File: src/rtl/alu_arbiter.sv
// Round-robin front end sharing one combinational ALU between two requesters; accept->rsp_valid 1 cycle, 1 op per 3 cycles.
// Backpressure: response held stable until rsp_ready; no request is accepted until the response handshake completes.
module alu_arbiter #(
    parameter int DATA_W = 8,
    parameter int OP_W   = 3
) (
    input  logic              clk,
    input  logic              rst_n,
    input  logic              req0_valid,
    output logic              req0_ready,
    input  logic [DATA_W-1:0] req0_a,
    input  logic [DATA_W-1:0] req0_b,
    input  logic [OP_W-1:0]   req0_op,
    input  logic              req1_valid,
    output logic              req1_ready,
    input  logic [DATA_W-1:0] req1_a,
    input  logic [DATA_W-1:0] req1_b,
    input  logic [OP_W-1:0]   req1_op,
    output logic [DATA_W-1:0] alu_a,
    output logic [DATA_W-1:0] alu_b,
    output logic [OP_W-1:0]   alu_opcode,
    input  logic [DATA_W-1:0] alu_result,
    input  logic              alu_zero,
    input  logic              alu_carry,
    output logic              rsp_valid,
    input  logic              rsp_ready,
    output logic              rsp_id,
    output logic [DATA_W-1:0] rsp_result,
    output logic              rsp_zero,
    output logic              rsp_carry,
    output logic              busy
);

    typedef enum logic [1:0] {IDLE, EXEC, RESP} state_t;

    state_t              state_q, state_d;
    logic                prio_q;
    logic                id_q;
    logic                grant;
    logic [DATA_W-1:0]   alu_a_q, alu_b_q;
    logic [OP_W-1:0]     alu_op_q;
    logic                rsp_valid_q, rsp_id_q, rsp_zero_q, rsp_carry_q;
    logic [DATA_W-1:0]   rsp_result_q;

    // A lone requester always wins; on contention the one not served last wins.
    always_comb begin
        grant = prio_q;
        if (req0_valid && !req1_valid) begin
            grant = 1'b0;
        end else if (!req0_valid && req1_valid) begin
            grant = 1'b1;
        end
    end

    assign req0_ready = (state_q == IDLE) && req0_valid && !grant;
    assign req1_ready = (state_q == IDLE) && req1_valid &&  grant;

    always_comb begin
        state_d = state_q;
        case (state_q)
            IDLE:    if (req0_ready || req1_ready) state_d = EXEC;
            EXEC:    state_d = RESP;
            RESP:    if (rsp_ready) state_d = IDLE;
            default: state_d = IDLE;
        endcase
    end

    always_ff @(posedge clk or negedge rst_n) begin
        if (!rst_n) begin
            state_q      <= IDLE;
            prio_q       <= 1'b0;
            id_q         <= 1'b0;
            alu_a_q      <= '0;
            alu_b_q      <= '0;
            alu_op_q     <= '0;
            rsp_valid_q  <= 1'b0;
            rsp_id_q     <= 1'b0;
            rsp_result_q <= '0;
            rsp_zero_q   <= 1'b0;
            rsp_carry_q  <= 1'b0;
        end else begin
            state_q <= state_d;
            if (req0_ready) begin
                alu_a_q  <= req0_a;
                alu_b_q  <= req0_b;
                alu_op_q <= req0_op;
                id_q     <= 1'b0;
                prio_q   <= 1'b1;
            end else if (req1_ready) begin
                alu_a_q  <= req1_a;
                alu_b_q  <= req1_b;
                alu_op_q <= req1_op;
                id_q     <= 1'b1;
                prio_q   <= 1'b0;
            end
            // The ALU has had a full cycle on registered operands by the end of EXEC.
            if (state_q == EXEC) begin
                rsp_valid_q  <= 1'b1;
                rsp_id_q     <= id_q;
                rsp_result_q <= alu_result;
                rsp_zero_q   <= alu_zero;
                rsp_carry_q  <= alu_carry;
            end else if (state_q == RESP && rsp_ready) begin
                rsp_valid_q <= 1'b0;
            end
        end
    end

    assign alu_a      = alu_a_q;
    assign alu_b      = alu_b_q;
    assign alu_opcode = alu_op_q;
    assign rsp_valid  = rsp_valid_q;
    assign rsp_id     = rsp_id_q;
    assign rsp_result = rsp_result_q;
    assign rsp_zero   = rsp_zero_q;
    assign rsp_carry  = rsp_carry_q;
    assign busy       = (state_q != IDLE);

endmodule

File: config.mk
export PLATFORM = sky130hd
export DESIGN_NAME = alu_arbiter
export DESIGN_NICKNAME = d
export VERILOG_FILES = /design/src/rtl/alu_arbiter.sv
export SDC_FILE = /design/constraint.sdc
export NUM_CORES = 1
export LEC_CHECK = 0
export ABC_AREA = 1
export BUFFER_PORTS_ARGS = -buffer_cell sky130_fd_sc_hd__buf_2
export CELL_PAD_IN_SITES_DETAIL_PLACEMENT = 0
export CELL_PAD_IN_SITES_GLOBAL_PLACEMENT = 1
export CORE_UTILIZATION = 34
export CTS_CLUSTER_DIAMETER = 120
export DETAILED_ROUTE_END_ITERATION = 10
export PLACE_DENSITY = 0.89
export SLEW_MARGIN = 40
export SYNTH_ARGS = -nofsm -noshare
export SYNTH_HDL_FRONTEND = slang
export SYNTH_SLANG_ARGS = --single-unit
File: constraint.sdc
create_clock -name clk -period 2 [get_ports clk]
set_input_delay 0.1 -clock clk [delete_from_list [all_inputs] [get_ports clk]]
set_output_delay 0.1 -clock clk [all_outputs]
set_load 0.05 [all_outputs]
# Word-level counts from Yosys, hierarchy flattened
# Index checks and enable logic that the tools add are counted.
dict set report totals {
  reg_bits 35
  inputBits 53
  out_inout_bits 34
  elab_cells 48
}
dict set report op_classes {
  eq_ne 4
  n_mux 17
  reduce_logical 16
}
# cell count
set ops {}
lappend ops {{8-bit two-way mux} 4}
lappend ops {{1-bit two-way mux} 8}
lappend ops {{1-bit logical AND} 7}
lappend ops {{3-bit two-way mux} 2}
lappend ops {{2-bit case mux with 3 select lines} 1}
lappend ops {{2-bit nonzero test} 3}
lappend ops {{2-bit two-way mux} 2}
lappend ops {{1-bit logical NOT} 3}
lappend ops {{2-bit by 1-bit == test with 1-bit output (second input constant)} 1}
lappend ops {{2-bit == test (second input constant)} 1}
lappend ops {{2-bit logical NOT} 1}
lappend ops {{2-bit by 1-bit inequality test with 1-bit output (second input constant)} 1}
lappend ops {{2-bit inequality test (second input constant)} 1}
lappend ops {{2-bit AND reduction} 1}
lappend ops {{1-bit logical OR} 1}

# Logic depth before layout (Yosys ltp)
dict set report logic_depth {
  depth_word 9
  ltp_mapped 6
  mapped_depth_nobuf 5
}

# Worst setup path after synthesis
# No wires, ideal clock.
dict set report synth_path {
  kind {register to output}
  from {register state_q[0]}
  to {output port req1_ready}
  arrival_ns 1.604
  required_ns 1.900
  slack_ns 0.296
  path_stages_with_launch 5
  n_path_buf 1
  path_cell_list {dfrtp_1 nor2_4 nand2_1 buf_2 a21oi_1}
}
dict set report synth_between {
  elab_chain_cells 3
}
# item line
set synth_rtl {}
lappend synth_rtl {{from (decl)} 36} ;# state_t state_q, state_d;
lappend synth_rtl {{from (signal assigned)} 82} ;# state_q <= state_d;
lappend synth_rtl {{2-bit logical NOT} 56} ;# assign req1_ready = (state_q == IDLE) && req1_valid && grant;
lappend synth_rtl {{1-bit logical AND (2 in a row)} 56}
lappend synth_rtl {{to (decl)} 15} ;# output logic req1_ready,
# Every way passes these cells.

# Worst setup path in the final report
# Same ends and word-level chain as after synthesis.

==> impl_metrics.tcl <==
set metrics [dict create \
    layout_min_cycle_time_ns 1.83 \
    yosysUniqueCellTypes 14 \
    synth_nets 293 \
    crit_type "reg -> out" \
    start_kind "flip-flop" \
    post_cts.repair.setup_buffers 0 \
    p_leak_uw 0.00142 \
    min_period_over_period_pct 91.6 \
    cts_tree "done" \
    synthCells 240 \
    vias 1832 \
    skew_ns 0.00885 \
    grt_pass1_vias 1532 \
    io_pins 87 \
    slowest_delay_ns 0.54 \
    holdPathStages 2 \
    setup_tns_ns 0 \
    overflow 0 \
    p_seq_share_pct 28.5 \
    area_delta_synth_final_pct 32.4 \
    numCtsBuffers 5 \
    grt_pass1_wl_um 7400 \
    start_util_pct 35.2 \
    crit_required_ns 1.90 \
    worstMarginPinSlew_ns 0.439 \
    crit_path_end_kind "output pin" \
    fin_util_pct 46.6 \
    grtUsageTotal_pct 17.7 \
    wirelength_um 4600 \
    cts_root_buf "clkbuf_8" \
    drv_slew 0 \
    finalSetupViolations 0 \
    layout_commonest_cell "nand2_1" \
    crit_arrival_ns 1.73 \
    die_h_um 74.7 \
    finish.net_count 376 \
    finalHoldViolations 0 \
    drv_cap 0 \
    drive_above_1_share_pct 32.4 \
    die_x_um 74.7 \
    yosysWarningCount 0 \
    n_antenna_cell 0 \
    ff2ff_setup_slack_ns 0.44 \
    final_antenna_net_count 0 \
    htreeDepth 2 \
    clkPwrFrac_pct 10.9 \
    min_from "rsp_ready" \
    cts.sinks 35 \
    min_to "state_q[1]$_DFFE_PN0P_" \
    synth_largest_area_cell "dfrtp_1" \
    cp_slowest_cell "dfrtp_1" \
    fillers 565 \
    crit_chain "nor2_4 -> buf_4 -> nand2_1 -> a21oi_1 -> buf_2" \
    ys_top_cells_by_area "dfrtp_1 (49%), nand2_1 (18%), nand3_1 (13%)" \
    gp_congestion 0.803 \
    fmax_mhz 546 \
    p_int_uw 1980 \
    reg2reg_to "alu_a[0]$_DFFE_PN0P_" \
    p_comb_share_pct 60.5 \
    rows 26 \
    viasPerCell 4.65 \
    ir_drop_mv 0.623 \
    core_um2 5110 \
    syn-cell-area_um2 1800 \
    sw_frac_of_total_pct 56.1 \
    rr_worst_depth 6 \
    clock_tree.buffer_depth 2 \
    detail_route.first_pass.iterations 4 \
    netSwitchingPower_uw 2530 \
    drc_errors 0 \
    avgSynthCellArea_um2 7.50 \
    ys_seq_area_share_pct 48.7 \
    clk_latency_ns 0.29 \
    grt_max_degree 36 \
    crit_family "flip-flops" \
    cp_max_fo 18 \
    crit_buf_inv 2 \
    layout_common_cells "nand2_1 (87), buf_2 (85), nand3_1 (48)" \
    port_buffers 86 \
    status "finished clean" \
    drtIter0Drc 117 \
    worstHoldPathType "in -> reg" \
    p_per_area_nw_per_um2 1890 \
    design.die.area_um2 5590 \
    antenna_found_initial 0 \
    ys_seq_elements 35 \
    clkTransAtPathRegs_ns 0.07 \
    rsz0062_at_grt "false" \
    register_area_um2 876 \
    multi_input_area_um2 733 \
    synth_top_area_share_pct 48.7 \
    post-dp-hpwl_um 3270 \
    r2r_start "state_q[0]$_DFFE_PN0P_" \
    maxSlewHeadroom_pct 70.7 \
    wire_per_inst_um 11.7 \
]
final cells by class:
class                      instances  area share (%)
sequential                        35            36.8
multi-input combinational        161            30.8
timing repair buffer              95            21.1
inverter                          25            3.94
tap                               70            3.68
clock buffer                       5            2.89
clock inverter                     3           0.840
stage by stage:
step	setup WS [ns]	hold slack, ns	std cells	cell area [um^2]	power (uW)
2_1_floorplan	0.296	-0.196	240	1800	3430
3_3_place_gp	0.481	0.218	385	2280	4010
3_5_place_dp	0.457	0.216	385	2280	4050
4_1_cts	0.170	0.0302	394	2380	4560
5_1_grt	0.0517	0.0488	394	2380	4870
6_report	0.168	0.0323	394	2380	4510
power by group through the flow:
stage          Combinational [uW]  Clock, uW  Sequential [uW]
2_1_floorplan                1060          0             2370
3_3_place_gp                 2720          0             1290
3_5_place_dp                 2750          0             1300
4_1_cts                      2750        512             1290
5_1_grt                      2980        553             1330
6_report                     2730        493             1290
synthesized netlist by cell type:
cell type	count
dfrtp_1	35
nand2_1	87
inv_1	25
buf_2	11
buf_4	1
nor2_4	1
nand4_1	19
or2_2	1
buf_6	1
nand3_1	48
a21oi_1	1
nand3_2	1
o21ai_0	3
clkbuf_1	6
routing by layer:
| metal | GRT usage (%) | vias to the layer above | share of wire (%) |
|---|---|---|---|
| met3 | 4.15 | 7 | 6.6 |
| li1 | - | 940 | - |
| met5 | 0 | - | 0 |
| met4 | 7.76 | 0 | 1.8 |
| met2 | 27.2 | 75 | 44 |
| met1 | 23.8 | 810 | 47 |
state kept, by name (all words and copies together) (netlist names), 2 cells and up:
register    cells
state_q         2
alu_a           8
rsp_result      8
alu_b           8
alu_opcode      3
what timing repair did:
action | in CTS | in global routing
hold buffers | 1 | 0
hold endpoints to repair | 35 | 0
resized for setup | 0 | 0
kinds of logic (layout without fill, tap and decap cells):
logic type / after synthesis / count (layout) / share of synthesized area, %
AO/OA/AOI/OAI: 4 / 4 / 1.11
AND/OR/NAND/NOR: 157 / 157 / 39.6
flip-flops: 35 / 35 / 48.7
buffers and inverters: 44 / 128 / 10.6
how the worst max path moves through the flow:
stage | endpoint | slack (ns) | cells past startpoint | start
finish | req1_ready | 0.17 | 5 | state_q[0]$_DFFE_PN0P_
global route | req1_ready | 0.05 | 5 | state_q[0]$_DFFE_PN0P_
CTS | req1_ready | 0.17 | 5 | state_q[0]$_DFFE_PN0P_
detailed placement | alu_a[3]$_DFFE_PN0P_ | 0.46 | 5 | state_q[0]$_DFFE_PN0P_
global placement | id_q$_DFFE_PN0P_ | 0.48 | 7 | state_q[0]$_DFFE_PN0P_
floorplan | req1_ready | 0.30 | 4 | state_q[0]$_DFFE_PN0P_
No activity file was read; power rests on OpenSTA's default activity.
